**src/rtl/cg_rvarch_instr_enc_pkg.sv**
```systemverilog
`default_nettype none
// ============================================================================
//  Module   : cg_rvarch_instr_enc_pkg
//  Purpose  : Shared types, opcode constants and the combinational
//             encode/check functions for the RV32I instruction encoder.
//             The functions are pure and can be reused by other blocks.
//  Revision : 1.0 - initial release
// ============================================================================
package cg_rvarch_instr_enc_pkg;

    typedef enum logic [2:0] {
        FMT_R = 3'd0,
        FMT_I = 3'd1,
        FMT_S = 3'd2,
        FMT_B = 3'd3,
        FMT_U = 3'd4,
        FMT_J = 3'd5
    } fmt_e;

    typedef enum logic [1:0] {
        ERR_NONE     = 2'd0,
        ERR_RANGE    = 2'd1,
        ERR_MISALIGN = 2'd2,
        ERR_ILLEGAL  = 2'd3
    } err_code_e;

    localparam logic [6:0] C_OPC_OP     = 7'h33;
    localparam logic [6:0] C_OPC_OP_IMM = 7'h13;
    localparam logic [6:0] C_OPC_LOAD   = 7'h03;
    localparam logic [6:0] C_OPC_STORE  = 7'h23;
    localparam logic [6:0] C_OPC_BRANCH = 7'h63;
    localparam logic [6:0] C_OPC_LUI    = 7'h37;
    localparam logic [6:0] C_OPC_AUIPC  = 7'h17;
    localparam logic [6:0] C_OPC_JAL    = 7'h6F;
    localparam logic [6:0] C_OPC_JALR   = 7'h67;

    // Highest-priority failing check wins. Range checks verify the immediate
    // is the sign extension of the bits the format can actually carry.
    function automatic err_code_e enc_check(
        input logic [2:0]  fmt,
        input logic [6:0]  opcode,
        input logic [31:0] imm
    );
        err_code_e code;
        code = ERR_NONE;
        if ((fmt > 3'd5) || (opcode[1:0] != 2'b11)) begin
            code = ERR_ILLEGAL;
        end else if (((fmt == FMT_B) || (fmt == FMT_J)) && imm[0]) begin
            code = ERR_MISALIGN;
        end else begin
            case (fmt)
                FMT_I, FMT_S: if (!((&imm[31:11]) || (~|imm[31:11]))) code = ERR_RANGE;
                FMT_B:        if (!((&imm[31:12]) || (~|imm[31:12]))) code = ERR_RANGE;
                FMT_J:        if (!((&imm[31:20]) || (~|imm[31:20]))) code = ERR_RANGE;
                FMT_U:        if (imm[11:0] != 12'h000)               code = ERR_RANGE;
                default:      code = ERR_NONE;
            endcase
        end
        return code;
    endfunction

    function automatic logic [31:0] enc_instr(
        input logic [2:0]  fmt,
        input logic [6:0]  opcode,
        input logic [4:0]  rd,
        input logic [4:0]  rs1,
        input logic [4:0]  rs2,
        input logic [2:0]  funct3,
        input logic [6:0]  funct7,
        input logic [31:0] imm
    );
        logic [31:0] w;
        case (fmt)
            FMT_R:   w = {funct7, rs2, rs1, funct3, rd, opcode};
            FMT_I:   w = {imm[11:0], rs1, funct3, rd, opcode};
            FMT_S:   w = {imm[11:5], rs2, rs1, funct3, imm[4:0], opcode};
            FMT_B:   w = {imm[12], imm[10:5], rs2, rs1, funct3, imm[4:1], imm[11], opcode};
            FMT_U:   w = {imm[31:12], rd, opcode};
            FMT_J:   w = {imm[20], imm[10:1], imm[11], imm[19:12], rd, opcode};
            default: w = 32'h0;
        endcase
        return w;
    endfunction

endpackage
`default_nettype wire

```
**src/rtl/cg_rvarch_instr_fifo2.sv**
```systemverilog
`default_nettype none
// ============================================================================
//  Module   : cg_rvarch_instr_fifo2
//  Purpose  : 2-entry FIFO. The head entry is held in its own register so the
//             output is a flop and stays stable while not popped.
//  Ports    : i_clk, i_rst_n (async, active-low), i_push/i_data (write),
//             o_ready (count < 2), o_valid/o_data (head), i_pop (read)
//  Revision : 1.0 - initial release
// ============================================================================
module cg_rvarch_instr_fifo2 #(
    parameter int DATA_WIDTH = 35
) (
    input  logic                  i_clk,
    input  logic                  i_rst_n,
    input  logic                  i_push,
    input  logic [DATA_WIDTH-1:0] i_data,
    output logic                  o_ready,
    output logic                  o_valid,
    output logic [DATA_WIDTH-1:0] o_data,
    input  logic                  i_pop
);

    logic [1:0]            r_count_q, w_count_d;
    logic [DATA_WIDTH-1:0] r_head_q,  w_head_d;
    logic [DATA_WIDTH-1:0] r_tail_q,  w_tail_d;
    logic                  w_push;
    logic                  w_pop;

    assign o_ready = (r_count_q != 2'd2);
    assign o_valid = (r_count_q != 2'd0);
    assign o_data  = r_head_q;

    assign w_push = i_push & o_ready;
    assign w_pop  = i_pop & o_valid;

    always_comb begin
        w_count_d = r_count_q;
        w_head_d  = r_head_q;
        w_tail_d  = r_tail_q;
        case ({w_push, w_pop})
            2'b10: begin
                if (r_count_q == 2'd0) w_head_d = i_data;
                else                   w_tail_d = i_data;
                w_count_d = r_count_q + 2'd1;
            end
            2'b01: begin
                w_head_d  = r_tail_q;
                w_count_d = r_count_q - 2'd1;
            end
            // Push and pop together only happen at count 1: the new entry
            // replaces the departing head directly.
            2'b11: w_head_d = i_data;
            default: ;
        endcase
    end

    always_ff @(posedge i_clk or negedge i_rst_n) begin
        if (!i_rst_n) begin
            r_count_q <= 2'd0;
            r_head_q  <= '0;
            r_tail_q  <= '0;
        end else begin
            r_count_q <= w_count_d;
            r_head_q  <= w_head_d;
            r_tail_q  <= w_tail_d;
        end
    end

endmodule
`default_nettype wire

```
**src/rtl/cg_rvarch_instr_encoder.sv**
```systemverilog
`default_nettype none
// ============================================================================
//  Module   : cg_rvarch_instr_encoder
//  Purpose  : Streaming RV32I encoder. Packs decoded fields into a 32-bit
//             instruction word, range-checks the request, buffers results in
//             a 2-entry FIFO and counts delivered good/errored responses.
//  Ports    : i_clk, i_rst_n (async, active-low)
//             request : i_req_valid/o_req_ready, i_fmt, i_opcode, i_rd, i_rs1,
//                       i_rs2, i_funct3, i_funct7, i_imm
//             response: o_rsp_valid/i_rsp_ready, o_instr, o_err, o_err_code
//             stats   : i_cnt_clr, o_cnt_ok, o_cnt_err
//  Revision : 1.0 - initial release
// ============================================================================
module cg_rvarch_instr_encoder
    import cg_rvarch_instr_enc_pkg::*;
#(
    parameter int INSTR_WIDTH = 32,
    parameter int CNT_WIDTH   = 16
) (
    input  logic                   i_clk,
    input  logic                   i_rst_n,
    input  logic                   i_req_valid,
    output logic                   o_req_ready,
    input  logic [2:0]             i_fmt,
    input  logic [6:0]             i_opcode,
    input  logic [4:0]             i_rd,
    input  logic [4:0]             i_rs1,
    input  logic [4:0]             i_rs2,
    input  logic [2:0]             i_funct3,
    input  logic [6:0]             i_funct7,
    input  logic [31:0]            i_imm,
    output logic                   o_rsp_valid,
    input  logic                   i_rsp_ready,
    output logic [INSTR_WIDTH-1:0] o_instr,
    output logic                   o_err,
    output logic [1:0]             o_err_code,
    input  logic                   i_cnt_clr,
    output logic [CNT_WIDTH-1:0]   o_cnt_ok,
    output logic [CNT_WIDTH-1:0]   o_cnt_err
);

    localparam int C_DW = INSTR_WIDTH + 3;

    err_code_e             w_code;
    logic                  w_err;
    logic [INSTR_WIDTH-1:0] w_instr;
    logic                  w_fifo_ready;
    logic                  w_push;
    logic                  w_rsp_hs;
    logic [C_DW-1:0]       w_fifo_out;

    assign w_code  = enc_check(i_fmt, i_opcode, i_imm);
    assign w_err   = (w_code != ERR_NONE);
    assign w_instr = w_err ? '0
                           : enc_instr(i_fmt, i_opcode, i_rd, i_rs1, i_rs2,
                                       i_funct3, i_funct7, i_imm);

    // Gating with i_rst_n keeps ready low for the whole reset assertion,
    // not only after the async clear has propagated.
    assign o_req_ready = w_fifo_ready & i_rst_n;
    assign w_push      = i_req_valid & o_req_ready;
    assign w_rsp_hs    = o_rsp_valid & i_rsp_ready;

    cg_rvarch_instr_fifo2 #(
        .DATA_WIDTH (C_DW)
    ) u_fifo (
        .i_clk   (i_clk),
        .i_rst_n (i_rst_n),
        .i_push  (w_push),
        .i_data  ({w_instr, w_err, w_code}),
        .o_ready (w_fifo_ready),
        .o_valid (o_rsp_valid),
        .o_data  (w_fifo_out),
        .i_pop   (i_rsp_ready)
    );

    assign o_instr    = w_fifo_out[C_DW-1:3];
    assign o_err      = w_fifo_out[2];
    assign o_err_code = w_fifo_out[1:0];

    logic [CNT_WIDTH-1:0] r_cnt_ok_q,  w_cnt_ok_d;
    logic [CNT_WIDTH-1:0] r_cnt_err_q, w_cnt_err_d;
    localparam logic [CNT_WIDTH-1:0] C_ONE = {{(CNT_WIDTH-1){1'b0}}, 1'b1};

    always_comb begin
        w_cnt_ok_d  = r_cnt_ok_q;
        w_cnt_err_d = r_cnt_err_q;
        if (i_cnt_clr) begin
            w_cnt_ok_d  = '0;
            w_cnt_err_d = '0;
        end else if (w_rsp_hs) begin
            if (o_err) begin
                if (r_cnt_err_q != '1) w_cnt_err_d = r_cnt_err_q + C_ONE;
            end else begin
                if (r_cnt_ok_q != '1)  w_cnt_ok_d  = r_cnt_ok_q + C_ONE;
            end
        end
    end

    always_ff @(posedge i_clk or negedge i_rst_n) begin
        if (!i_rst_n) begin
            r_cnt_ok_q  <= '0;
            r_cnt_err_q <= '0;
        end else begin
            r_cnt_ok_q  <= w_cnt_ok_d;
            r_cnt_err_q <= w_cnt_err_d;
        end
    end

    assign o_cnt_ok  = r_cnt_ok_q;
    assign o_cnt_err = r_cnt_err_q;

endmodule
`default_nettype wire

```
**config.mk**
```make
export PLATFORM = sky130hd
export DESIGN_NAME = cg_rvarch_instr_encoder
export DESIGN_NICKNAME = d
export VERILOG_FILES = /design/src/rtl/cg_rvarch_instr_enc_pkg.sv /design/src/rtl/cg_rvarch_instr_fifo2.sv /design/src/rtl/cg_rvarch_instr_encoder.sv
export SDC_FILE = /design/constraint.sdc
export NUM_CORES = 1
export LEC_CHECK = 0
export BUFFER_PORTS_ARGS = -buffer_cell sky130_fd_sc_hd__buf_2
export CORE_ASPECT_RATIO = 1.2
export CORE_MARGIN = 2
export CORE_UTILIZATION = 40
export CTS_CLUSTER_DIAMETER = 100
export DETAILED_ROUTE_END_ITERATION = 8
export GPL_ROUTABILITY_DRIVEN = 0
export GPL_TIMING_DRIVEN = 0
export PLACE_DENSITY = 0.71
export SYNTH_ARGS = -nofsm -noshare
export SYNTH_HDL_FRONTEND = slang
export SYNTH_SLANG_ARGS = --single-unit
```
**constraint.sdc**
```tcl
create_clock -name i_clk -period 2.6 [get_ports i_clk]
set_input_delay 0.39 -clock i_clk [delete_from_list [all_inputs] [get_ports i_clk]]
set_output_delay 0.39 -clock i_clk [all_outputs]
set_load 0.01 [all_outputs]
```
==> qor.yml, run 1 <==
worst_setup_path:
  cp-start-kind: "flip-flop"
  worstPathArrival_ns: 2.60
  end_kind: "flip-flop"
  path_class: "reg -> reg"
  path_cells: "o21ai_1 > inv_1 > a31oi_1 > buf_2 > clkbuf_1 > a21oi_1 > o21ai_2"
  path_max_fanout: 10
  required_ns: 2.88
  cp_slowest_cell: "dfrtp_1"
  cp_top_family: "buffers and inverters"
  crit_buf_inv: 3
  worst_path_largest_cell_delay_ns: 0.44
flow_run:
  maxCapViolations: 0
route:
  initialDrtViolationCount: 379
  dr_total_vias: 5080
  ant_nets: 0
  route.detailed.drc: 0
  wl_per_cell_um: 15.7
  first_pass_iters: 5
  vias_per_cell: 5.36
  routed_wl_um: 14900
synth:
  synthFlopType: "dfrtp_1"
  syn_nets: 696
  syn_area_sq_um: 5570
  ys_seq_area_frac: 0.467
  synth_edf_count: 0
  synthArstFlopShare: 1.00
  ys_ff_latch: 104
  syn_inst: 620
  yosysUniqueCellTypes: 49
  yosysWarningCount: 0
  syn_avg_cell_area_sq_um: 8.98
timing:
  fmax_mhz: 430
  fin_skew_ns: 0.0111
  maxSlewViolCount: 0
  grt_setup_unrepaired: "false"
  setup_ws_ns: 0.272
  relSlewSlack: 0.346
  fin_crit_sh: 0.895
  hold_viol_final: 0
  post-route-min-period_ns: 2.33
  tightest_slew_ns: 0.978
  setup_viol_count_final: 0
pwr:
  switching_share: 0.343
  ir_drop_mv: 0.341
  power_density_nw_per_um2: 672
  power_w: 0.00458
  sequentialPowerShare: 0.428
  power_switching_w: 0.00157
  combPwrFrac: 0.267
  pwr-share-clk: 0.305
  p_leak_nw: 3.34
  p_int_w: 0.00301
finish:
  drive_above_1_share: 0.255
  layout_commonest_cell: "buf_2"
  final_cell_mix: "buf_2 (147), dfrtp_1 (104), nand2_1 (98), nor2_1 (42), a21oi_1 (42)"
  final_cells: 947
  nNetsFinal: 847
  postLayoutCellArea_sq_um: 6820
  diodes: 0
  fillerInstances: 1343
  area_growth_pct: 22.5
floorplan:
  io_pins: 141
  start_util: 0.407
  die_h_um: 133
  dieWidth_um: 112
  rows: 47
  coreArea_sq_um: 13700
  die_area_sq_um: 14900
clocking:
  cts_tree: "built"
  cts_root_buf: "clkbuf_16"
  htree_levels: 3
  numCtsBuffers: 9
  clkTransAtPathRegs_ns: 0.07
  ctsResizeCount: 0
  cts_sinks: 104
  post-cts-setup-buffers: 0
  hold_buffers: 0
  clk_latency_ns: 0.35
  clk_path_buf_depth: 2
placement:
  dp.cells: 931
  hpwl_um: 11200
  numPortBuffers: 139
  place_area_sq_um: 6510
  pre_cts_ws_ns: -0.223
grt:
  grt_util_met3: 0.0450
  grt_pass1_vias: 4826
  grt_pass1_wl_um: 23900
  met1_usage: 0.254
  use_met2: 0.330
  antenna_found_initial: 0
  grt_usage: 0.197
  grt.busiest_layer: "met2"
  grt_overflow: 0
  grt_max_degree: 58
run_status:
  status: "finished, final reports clean"
min_path:
  hold_path_class: "in -> async"
==> final cells by class <==
class	instances	area [sq um]	area share
Timing Repair Buffer	140	729	0.107
Tap cell	171	214	0.0314
Buffer	39	176	0.0259
Clock inverter	7	81.3	0.0119
Sequential cell	104	2600	0.382
Multi-Input combinational cell	447	2680	0.393
Inverter	30	113	0.0165
Clock buffer	9	225	0.0330
==> kinds of logic after synthesis <==
logic type / synth area share
AND/OR/NAND/NOR: 0.207
AO/OA/AOI/OAI: 0.195
flip-flops: 0.467
buffers and inverters: 0.0519
XOR/XNOR: 0.0472
multiplexers: 0.0204
adder cells (fa/ha/maj): 0.0110
==> layer usage <==
layer | vias to the layer above | wire [um]
met2 | 183 | 7070
met1 | 2371 | 6530
met3 | 23 | 1010
met5 | - | 0
met4 | 0 | 282
li1 | 2503 | -
==> worst paths after layout <==
| kind | start | endpoint | slack [ns] | depth (start not counted) |
|---|---|---|---|---|
| max | u_fifo.r_count_q[0] | u_fifo.o_data[25] | 0.27 | 7 |
| min | i_rst_n | o_cnt_err[14] | 0.002 | 1 |
| max reg2reg | u_fifo.r_count_q[0] | u_fifo.o_data[25] | 0.27 | 7 |
| min reg2reg | u_fifo.r_tail_q[7] | u_fifo.r_tail_q[7] | 0.47 | 2 |
| max in group asynchronous | i_rst_n | u_fifo.r_tail_q[33] | 1.96 | 2 |
| min in group i_clk | i_cnt_clr | o_cnt_ok[11] | 0.26 | 2 |
==> power by group through the flow <==
stage	clock network (W)	logic, W	registers [W]
global placement	0	0.00122	0.00198
floorplan	0	0.000711	0.00202
global route	0.00148	0.00137	0.00199
detailed placement	0	0.00123	0.00200
finish	0.00140	0.00122	0.00196
CTS	0.00142	0.00124	0.00196
==> worst reg2reg max path, stage by stage (launching register included) <==
cell	delay, ns
dfrtp_1	0.44
o21ai_1	0.25
inv_1	0.19
a31oi_1	0.38
buf_2	0.31
clkbuf_1	0.44
a21oi_1	0.17
o21ai_2	0.08
==> cell usage after synthesis, drive strengths merged, types with 2 or more instances <==
library cell  instances  area (sq um)
or3                   6          42.5
o22ai                 6          37.5
nor2b                 6          37.5
nor2                 43           164
mux2i                 8          80.1
a22oi                17           128
inv                  30           113
nor4                 11          83.8
and3                 34           213
a31oi                 2          12.5
clkbuf               24          90.1
dfrtp               104          2600
and4                  4          35.0
a221o                 5          50.1
buf                  15          86.3
xnor2                 9          78.8
ha                    4          50.1
xor2                 21           184
o21ai                51           330
a21oi                42           210
nand2                98           368
nor3                  4          20.0
nand4                16           100
o31ai                30           225
and2                  2          12.5
nand3                10          50.1
nand2b                2          12.5
mux2                  3          33.8
==> through the flow <==
stage | hold slack [ns] | TNS, ns | utilization
after CTS | 0.128 | 0 | 0.497
after detailed placement | 0.459 | -7.22 | 0.475
after global routing | 0.0411 | 0 | 0.498
after floorplan | 0.0944 | 0 | -
final | 0.00219 | 0 | 0.498
after global placement | 0.450 | -92.62 | 0.473
==> state kept, by name (all words and copies together), names as in the netlist <==
| name | cells |
|---|---|
| u_fifo.o_data | 35 |
| u_fifo.r_tail_q | 35 |
| o_cnt_err | 16 |
| o_cnt_ok | 16 |
| u_fifo.r_count_q | 2 |
No activity file was read; power rests on OpenSTA's default activity.
==> run 2: changes to the inputs <==
--- a/config.mk
+++ b/config.mk
@@ -7,7 +7,6 @@
 export LEC_CHECK = 0
 export BUFFER_PORTS_ARGS = -buffer_cell sky130_fd_sc_hd__buf_2
 export CORE_ASPECT_RATIO = 1.2
-export CORE_MARGIN = 2
 export CORE_UTILIZATION = 40
 export CTS_CLUSTER_DIAMETER = 100
 export DETAILED_ROUTE_END_ITERATION = 8
==> run 2 against run 1 <==
Hold slack improved by 0.019 ns. Fmax is 0.43% lower. Die area down 3.3%. Non-clock buffer count unchanged. Via count down 1.5%. Critical path depth increased by 1. Routed wire length is 2.8% lower. Clock-buffer cell count up 1. Clock power rose by 6%. First-iteration DRC count is 17% lower. Cell count shrank 0.32%. Setup slack got worse by 0.010 ns. Critical path type unchanged. Critical endpoint is now u_fifo.o_data[0]. Highest routed layer unchanged.
==> qor.yml, run 2 (synthesis gave the netlist of run 1 again) <==
run_status:
  status: "finished, final reports clean"
route:
  dr_total_vias: 5003  # -1.5%
  vias_per_cell: 5.30  # -1.2%
  wl_per_cell_um: 15.3  # -2.5%
  route.detailed.drc: 0  # unchanged
  wl_met1_um: 6370  # -2.4%
  first_pass_iters: 4  # -1
  routed_wl_um: 14500  # -2.8%
  ant_nets: 0  # unchanged
  met3_length_um: 913  # -9.2%
  highest_layer: "met4"
  wl_met2_um: 6920  # -2.1%
  initialDrtViolationCount: 314  # -17%
clocking:
  clkTransAtPathRegs_ns: 0.07  # about the same
  cts_root_buf: "clkbuf_16"
  clk_path_buf_depth: 2  # unchanged
  clk_latency_ns: 0.34  # about the same
  cts_tree: "built"
  ctsResizeCount: 0  # unchanged
  htree_levels: 3  # unchanged
  hold_buffers: 0  # unchanged
  cts_sinks: 104  # unchanged
  post-cts-setup-buffers: 0  # unchanged
  numCtsBuffers: 9  # unchanged
finish:
  fillerInstances: 1295  # -3.6%
  diodes: 0  # unchanged
  area_growth_pct: 22.8
  multi_input_area_sq_um: 2680  # unchanged
  layout_commonest_cell: "buf_2"
  seqCellArea_sq_um: 2600  # unchanged
  nNetsFinal: 847  # unchanged
  post-route-util: 0.510  # +0.0121
  drive_above_1_share: 0.255  # unchanged
  final_cell_mix: "buf_2 (147), dfrtp_1 (104), nand2_1 (98), nor2_1 (42), a21oi_1 (42)"
floorplan:
  io_pins: 141  # unchanged
  die_area_sq_um: 14400  # -3.3%
  start_util: 0.415  # +0.00884
  dieWidth_um: 110  # -1.8%
  rows: 46  # -2.1%
  coreArea_sq_um: 13400  # -2.1%
  die_h_um: 131  # -1.5%
timing:
  relSlewSlack: 0.368  # +0.0217
  post-route-min-period_ns: 2.34  # +0.0101 ns
  fin_crit_sh: 0.899  # +0.00388
  maxSlewViolCount: 0  # unchanged
  hold_viol_final: 0  # unchanged
  tightest_slew_ns: 0.945  # -0.0325 ns
  setup_tns_ns: 0  # unchanged
  grt_setup_unrepaired: "false"
  fin_skew_ns: 0.00453  # -0.00660 ns
  setup_viol_count_final: 0  # unchanged
  fmax_mhz: 428  # -0.43%
flow_run:
  maxCapViolations: 0  # unchanged
worst_setup_path:
  cp-start-kind: "flip-flop"
  rr_endpoint: "u_fifo.o_data[0]"
  end_kind: "flip-flop"
  path_class: "reg -> reg"
  endpoint: "u_fifo.o_data[0]"
  rrSetupSlack_ns: 0.26  # about the same
  path_max_fanout: 10  # unchanged
  required_ns: 2.80  # -0.08 ns
  critPathLaunch: "u_fifo.r_count_q[0]"
  reg2reg_depth: 8  # +1
  worstPathArrival_ns: 2.53  # -0.07 ns
  r2r_start: "u_fifo.r_count_q[0]"
pwr:
  ir_drop_mv: 0.362  # +6.1%
  power_w: 0.00466  # +1.7%
  p_leak_nw: 3.36  # +0.42%
  power_density_nw_per_um2: 681  # +1.4%
grt:
  grt_max_degree: 72  # +24%
  grt_pass1_wl_um: 23100  # -3.2%
  antenna_found_initial: 0  # unchanged
  grt_usage: 0.203  # +0.00591
  grt_pass1_vias: 4778  # -0.99%
  grt_overflow: 0  # unchanged
placement:
  numPortBuffers: 139  # unchanged
  hpwl_um: 11000  # -1.5%
min_path:
  hold_path_class: "in -> async"
## run 2: cell types whose count changed in the layout (fill, tap and decap cells not counted), sizes merged
| cell | change |
|---|---|
| inv | -1 |
| clkbuf | +1 |
| bufinv | +1 |
| clkinvlp | -1 |
## run 2: stage by stage
step,setup WS (ns),cell area [sq um],instances,hold WS [ns]
after floorplan,0.540,5570,620,0.0944
after global routing,0.0509,6840,944,0.0497
after detailed placement,-0.167,6510,928,0.396
final,0.262,6840,944,0.0213
after global placement,-1.45,6480,927,0.450
after CTS,0.185,6840,944,0.0232
## run 2: routing by layer
| metal | global-route usage | vias up |
|---|---|---|
| met3 | 0.0441 | 21 |
| met5 | 0 | - |
| met2 | 0.341 | 154 |
| met4 | 0.0637 | 0 |
| li1 | - | 2502 |
| met1 | 0.256 | 2326 |
## run 2: worst min-delay path by stage
| stage | slack, ns | from | endpoint |
|---|---|---|---|
| 6_report | 0.02 | i_rst_n | o_cnt_err[14] |
| 5_1_grt | 0.05 | i_rst_n | u_fifo.r_count_q[0] |
| 4_1_cts | 0.02 | i_rst_n | o_cnt_err[14] |
| 3_5_place_dp | 0.40 | i_rst_n | o_cnt_err[12] |
| 3_3_place_gp | 0.45 | u_fifo.r_tail_q[12] | u_fifo.r_tail_q[12] |
| 2_1_floorplan | 0.09 | i_rst_n | o_cnt_err[0] |
## run 2: area by class of cell
type | count | area share
multi-input combinational | 447 | 0.392
sequential | 104 | 0.381
clock buffer | 10 | 0.0349
buffer | 39 | 0.0258
inverter | 30 | 0.0165
clock inverter | 6 | 0.0135
tap | 168 | 0.0307
timing repair buffer | 140 | 0.106
## run 2: where the power goes
part | leakage [nW] | internal (W) | switching [W]
clock network | 0.155 | 0.000873 | 0.000603
logic | 1.79 | 0.000427 | 0.000792
registers | 1.42 | 0.00183 | 0.000136
total | 3.36 | 0.00313 | 0.00153
## run 2: worst max-delay path, stage by stage, from the launching register on
cell and delay (ns):
dfrtp_1 0.44, o21ai_1 0.13, inv_1 0.20, ha_1 0.28
clkbuf_1 0.40, clkbuf_1 0.43, a21oi_1 0.13, a21oi_1 0.14
a21oi_1 0.05
